[config.mk]
export PLATFORM = sky130hd
export DESIGN_NAME = if_stage
export DESIGN_NICKNAME = d
export VERILOG_FILES = /design/src/rtl/if_stage_pkg.sv /design/src/rtl/if_id_reg.sv /design/src/rtl/if_stage.sv
export SDC_FILE = /design/constraint.sdc
export NUM_CORES = 1
export LEC_CHECK = 0
export CAP_MARGIN = 0
export CORE_MARGIN = 1
export CORE_UTILIZATION = 48
export CTS_CLUSTER_DIAMETER = 200
export DETAILED_ROUTE_END_ITERATION = 8
export GPL_TIMING_DRIVEN = 1
export PLACE_DENSITY = 0.77
export SYNTH_ARGS = -nofsm -noshare
export SYNTH_HDL_FRONTEND = slang
export SYNTH_HIERARCHICAL = 1
export SYNTH_SLANG_ARGS = --single-unit
[constraint.sdc]
create_clock -name clk -period 3.5 [get_ports clk]
set_clock_uncertainty 0.15 [all_clocks]
set_input_delay 0.875 -clock clk [delete_from_list [all_inputs] [get_ports clk]]
set_output_delay 0.875 -clock clk [all_outputs]
set_load 0.01 [all_outputs]
[src/rtl/if_stage_pkg.sv]
// Shared types and constants for the instruction fetch stage.
package if_stage_pkg;

  typedef enum logic [1:0] {
    FILL = 2'd0,
    RUN  = 2'd1,
    HOLD = 2'd2
  } fetch_state_t;

  localparam logic [31:0] RESET_PC        = 32'h0000_0000;
  localparam logic [31:0] NOP_INST        = 32'h0000_0000;
  localparam logic [15:0] FETCH_COUNT_MAX = 16'hFFFF;

  function automatic logic [31:0] align_word(input logic [31:0] addr);
    return {addr[31:2], 2'b00};
  endfunction

endpackage

[src/rtl/if_id_reg.sv]
// IF/ID pipeline register: reset > flush (bubble, pc kept) > hold > load.
module if_id_reg
  import if_stage_pkg::*;
#(
  parameter logic [31:0] NOP_INST = if_stage_pkg::NOP_INST
) (
  input  logic        clk,
  input  logic        rst,
  input  logic        flush,
  input  logic        hold,
  input  logic [31:0] load_inst,
  input  logic [31:0] load_pc,
  input  logic        load_valid,
  output logic [31:0] inst,
  output logic [31:0] pc,
  output logic        valid
);

  always_ff @(posedge clk) begin
    if (rst) begin
      inst  <= NOP_INST;
      pc    <= '0;
      valid <= 1'b0;
    end else if (flush) begin
      inst  <= NOP_INST;
      valid <= 1'b0;
    end else if (!hold) begin
      inst  <= load_inst;
      pc    <= load_pc;
      valid <= load_valid;
    end
  end

endmodule

[src/rtl/if_stage.sv]
// Instruction fetch stage for a synchronous-read instruction memory,
// with stall, redirect and a saturating delivered-instruction counter.
module if_stage
  import if_stage_pkg::*;
#(
  parameter logic [31:0] RESET_PC = if_stage_pkg::RESET_PC,
  parameter logic [31:0] NOP_INST = if_stage_pkg::NOP_INST
) (
  input  logic        clk,
  input  logic        rst,
  output logic [31:0] inst_addr,
  input  logic [31:0] inst,
  input  logic        stall,
  input  logic        redirect,
  input  logic [31:0] redirect_pc,
  output logic [31:0] pc_IF,
  output logic [31:0] pc_ID,
  output logic [31:0] inst_ID,
  output logic        valid_ID,
  output logic [15:0] fetch_count
);

  logic [31:0]  pc_q;
  logic [31:0]  fetch_pc_q;
  logic [31:0]  hold_inst_q;
  logic [15:0]  fetch_count_q;
  fetch_state_t state_q;

  logic [31:0]  next_inst;
  logic         next_valid;

  // While stalled the memory keeps reading pc, so the in-flight word is
  // only recoverable from hold_inst once the stall began in RUN.
  always_comb begin
    next_inst  = (state_q == HOLD) ? hold_inst_q : inst;
    next_valid = (state_q != FILL);
  end

  always_ff @(posedge clk) begin
    if (rst) begin
      pc_q          <= RESET_PC;
      fetch_pc_q    <= RESET_PC;
      hold_inst_q   <= '0;
      fetch_count_q <= '0;
      state_q       <= FILL;
    end else if (redirect) begin
      pc_q    <= align_word(redirect_pc);
      state_q <= FILL;
    end else if (stall) begin
      if (state_q == RUN) begin
        hold_inst_q <= inst;
        state_q     <= HOLD;
      end
    end else begin
      fetch_pc_q <= pc_q;
      pc_q       <= pc_q + 32'd4;
      state_q    <= RUN;
      if (next_valid && fetch_count_q != FETCH_COUNT_MAX)
        fetch_count_q <= fetch_count_q + 16'd1;
    end
  end

  if_id_reg #(
    .NOP_INST(NOP_INST)
  ) u_if_id_reg (
    .clk       (clk),
    .rst       (rst),
    .flush     (redirect),
    .hold      (stall),
    .load_inst (next_inst),
    .load_pc   (fetch_pc_q),
    .load_valid(next_valid),
    .inst      (inst_ID),
    .pc        (pc_ID),
    .valid     (valid_ID)
  );

  assign inst_addr   = pc_q;
  assign pc_IF       = pc_q;
  assign fetch_count = fetch_count_q;

endmodule

==> results.json <==
{
  "met1_usage_pct": 32.33,
  "cts_tree": "yes",
  "tns_ns": 0,
  "place.gp.congestion": 0.8407,
  "holdPathStages": 2,
  "synthCells": 912,
  "ys_top_cells_by_area": "dfxtp_1, nand2_1, a21oi_1",
  "max_freq_ghz": 0.3739,
  "grt_pass1_wl_um": 31290,
  "setup.worst_path.class": "reg2out",
  "slowest_delay_ns": 0.63,
  "grt_max_degree": 95,
  "ios": 213,
  "synth_seq_cells": 175,
  "leakage_nw": 3.646,
  "area_growth_pct": 30.65,
  "drt_iter0_markers": 467,
  "avgSynthCellArea_um2": 8.687,
  "clk_path_buf_depth": 2,
  "final.setup.worst_slack_ns": 0.8252,
  "wl_um": 20390,
  "final_hold_viol_count": 0,
  "max_cap_viol_count": 0,
  "clock_latency_ns": 0.43,
  "ir_drop_mv": 0.3661,
  "num_vias": 6777,
  "root_buffer": "clkbuf_16",
  "cp_slowest_cell": "clkdlybuf4s50_1",
  "core-area_mm2": 0.01600,
  "cts_inserted_buffers": 17,
  "crit_fanout": 11,
  "worstHoldPathType": "reg2reg",
  "dp_hpwl_um": 13490,
  "layout.nets": 1120,
  "initial_utilization_pct": 49.52,
  "dieHeight_um": 130.5,
  "seq_area_frac_synth_pct": 44.22,
  "die-width_um": 130.5,
  "dr.pass1.iters": 5,
  "path_buf_inv": 1,
  "use_met2_pct": 35.86,
  "grt_pass1_vias": 5956,
  "critical_path_arrival_ns": 1.65,
  "r2r_cells": 5,
  "finalCriticalPeriod_ns": 2.675,
  "critPathTopFamily": "buffers and inverters",
  "yosys.area.top_type": "dfxtp_1",
  "yosysWarnings": 6,
  "top_usage_layer": "met2",
  "post_cts_buffers": 0,
  "synth_cell_type_count": 49,
  "die_area_mm2": 0.01702,
  "cts.clk_slew.worst_paths_ns": 0.07,
  "std_cell_rows": 46,
  "antenna_cells": 0,
  "worst_pin_slew_ns": 0.9016,
  "grt.total_usage_pct": 23.74,
  "synth_top_area_share_pct": 44.22,
  "power_density_mw_per_mm2": 433.9,
  "hold_buffers": 0,
  "crit_chain": "clkdlybuf4s50_1",
  "syn_area_mm2": 0.007923,
  "antenna_found_initial": 0,
  "slew_headroom_pct": 39.05,
  "globalRouteOverflowTotal": 0,
  "fillers": 1428,
  "worstSetupEndpointType": "output pin",
  "drc_errors": 0,
  "grt_use_met3_pct": 6.230,
  "cts.sinks": 175,
  "fin_crit_sh_pct": 76.42,
  "rsz0062_at_grt": "no",
  "crit_required_ns": 2.47,
  "outcome": "finished clean",
  "port_buffers": 206,
  "ant_nets": 0,
  "post_drt_via_cell_ratio": 5.299,
  "setup_viol": 0,
  "maxSlewViolCount": 0,
  "avgRoutedWirePerCell_um": 15.95,
  "layout-drive-gt1-share_pct": 8.090,
  "start_kind": "flip-flop",
  "cts.repair.resized": 0,
  "crit_cells": 1,
  "pre_cts_ws_ns": 0.6886,
  "htreeDepth": 4
}
placed cells by master (no fill, tap or decap), types with 3 or more instances in the layout:
cell type / count
clkbuf_16: 17
nand3_1: 13
nor2_1: 80
inv_1: 6
nor3_1: 5
xor2_1: 20
a211oi_1: 14
nor4b_1: 3
inv_6: 3
dfxtp_1: 175
and4_1: 4
o21ai_0: 4
o21ai_1: 32
nor4_1: 5
a21oi_1: 106
conb_1: 6
and3_1: 14
nand4_1: 19
or4_1: 3
mux2_2: 32
buf_12: 3
or3b_1: 32
clkinv_4: 3
xnor2_1: 16
buf_4: 11
o221ai_1: 3
clkdlybuf4s50_1: 203
nand2_1: 145
or3_1: 6
nand4b_1: 6
o211ai_1: 4
mux2i_1: 39
inv_8: 6
cells by family (layout without fill, tap and decap cells):
kind of cell    after synthesis  after routing  share of synthesized area [%]
other cells                   1              6                        0.04733
fa+ha+maj                     2              2                         0.3158
simple gates                349            349                          21.97
buf+inv                     110            256                          8.465
xor+xnor                     36             36                          3.980
mux                          71             71                          9.476
compound gates              168            168                          11.53
flops                       175            175                          44.22
power breakdown:
part	switching (mW)	total (mW)	internal [mW]	leakage, nW
registers	0.0737	2.12	2.04	1.42
logic	0.218	0.471	0.252	1.94
clock network	0.883	1.90	1.02	0.286
routing by layer:
layer | up-vias | routed length, um
met3 | 35 | 1443
met2 | 214 | 9307
met5 | - | 0
met1 | 3136 | 9137
met4 | 0 | 506
li1 | 3392 | -
per-stage QoR:
stage	power, mW	hold slack [ns]	utilization, %	cell area, um2	cells
after floorplan	2.413	0.2810	-	7941	917
after global placement	2.626	0.2861	61.00	9761	1247
after detailed placement	2.632	0.2921	61.00	9761	1247
after CTS	4.518	0.3024	64.69	10350	1279
after global routing	4.651	0.3204	64.69	10350	1279
final	4.491	0.3005	64.69	10350	1279
final timing paths:
path | start | endpoint | slack (ns)
setup / recovery | inst_addr[9] | pc_IF[9] | 0.83
hold / removal | fetch_pc_q[30] | fetch_pc_q[30] | 0.30
setup reg to reg | inst_addr[2] | inst_addr[22] | 1.02
hold reg to reg | fetch_pc_q[30] | fetch_pc_q[30] | 0.30
final cells by class:
cell class,count,area [um2],area share [%]
clock buffer,17,425.4,4.110
multi-input combinational,632,3785,36.56
inverter,6,22.52,0.2176
tap,216,270.3,2.611
clock inverter,15,165.2,1.596
timing repair buffer,218,2180,21.06
sequential,175,3503,33.84
sequential cells by signal, summed over array words and instances, names as in the netlist:
register and count:
fetch_count 16, hold_inst_q 32, u_if_id_reg/valid 1, inst_addr 30, u_if_id_reg/pc 32, u_if_id_reg/inst 32
state_q 2, fetch_pc_q 30
cell usage after synthesis (all sizes together):
cell       n
a211oi    14
a21oi    106
a311oi     2
a31oi      1
and2       1
and3      14
and4       4
and4b      1
buf       60
clkbuf    44
conb       1
dfxtp    175
ha         2
inv        6
mux2      32
mux2i     39
nand2    145
nand2b     1
nand3     13
nand3b     1
nand4     21
nand4b     6
nor2      81
nor2b      1
nor3       6
nor3b      1
nor4       5
nor4b      3
nor4bb     1
o2111ai    2
o211ai     4
o21ai     36
o221ai     3
or2        2
or3        6
or3b      32
or4        4
xnor2     16
xor2      20
Power figures use the tool's default switching activity.
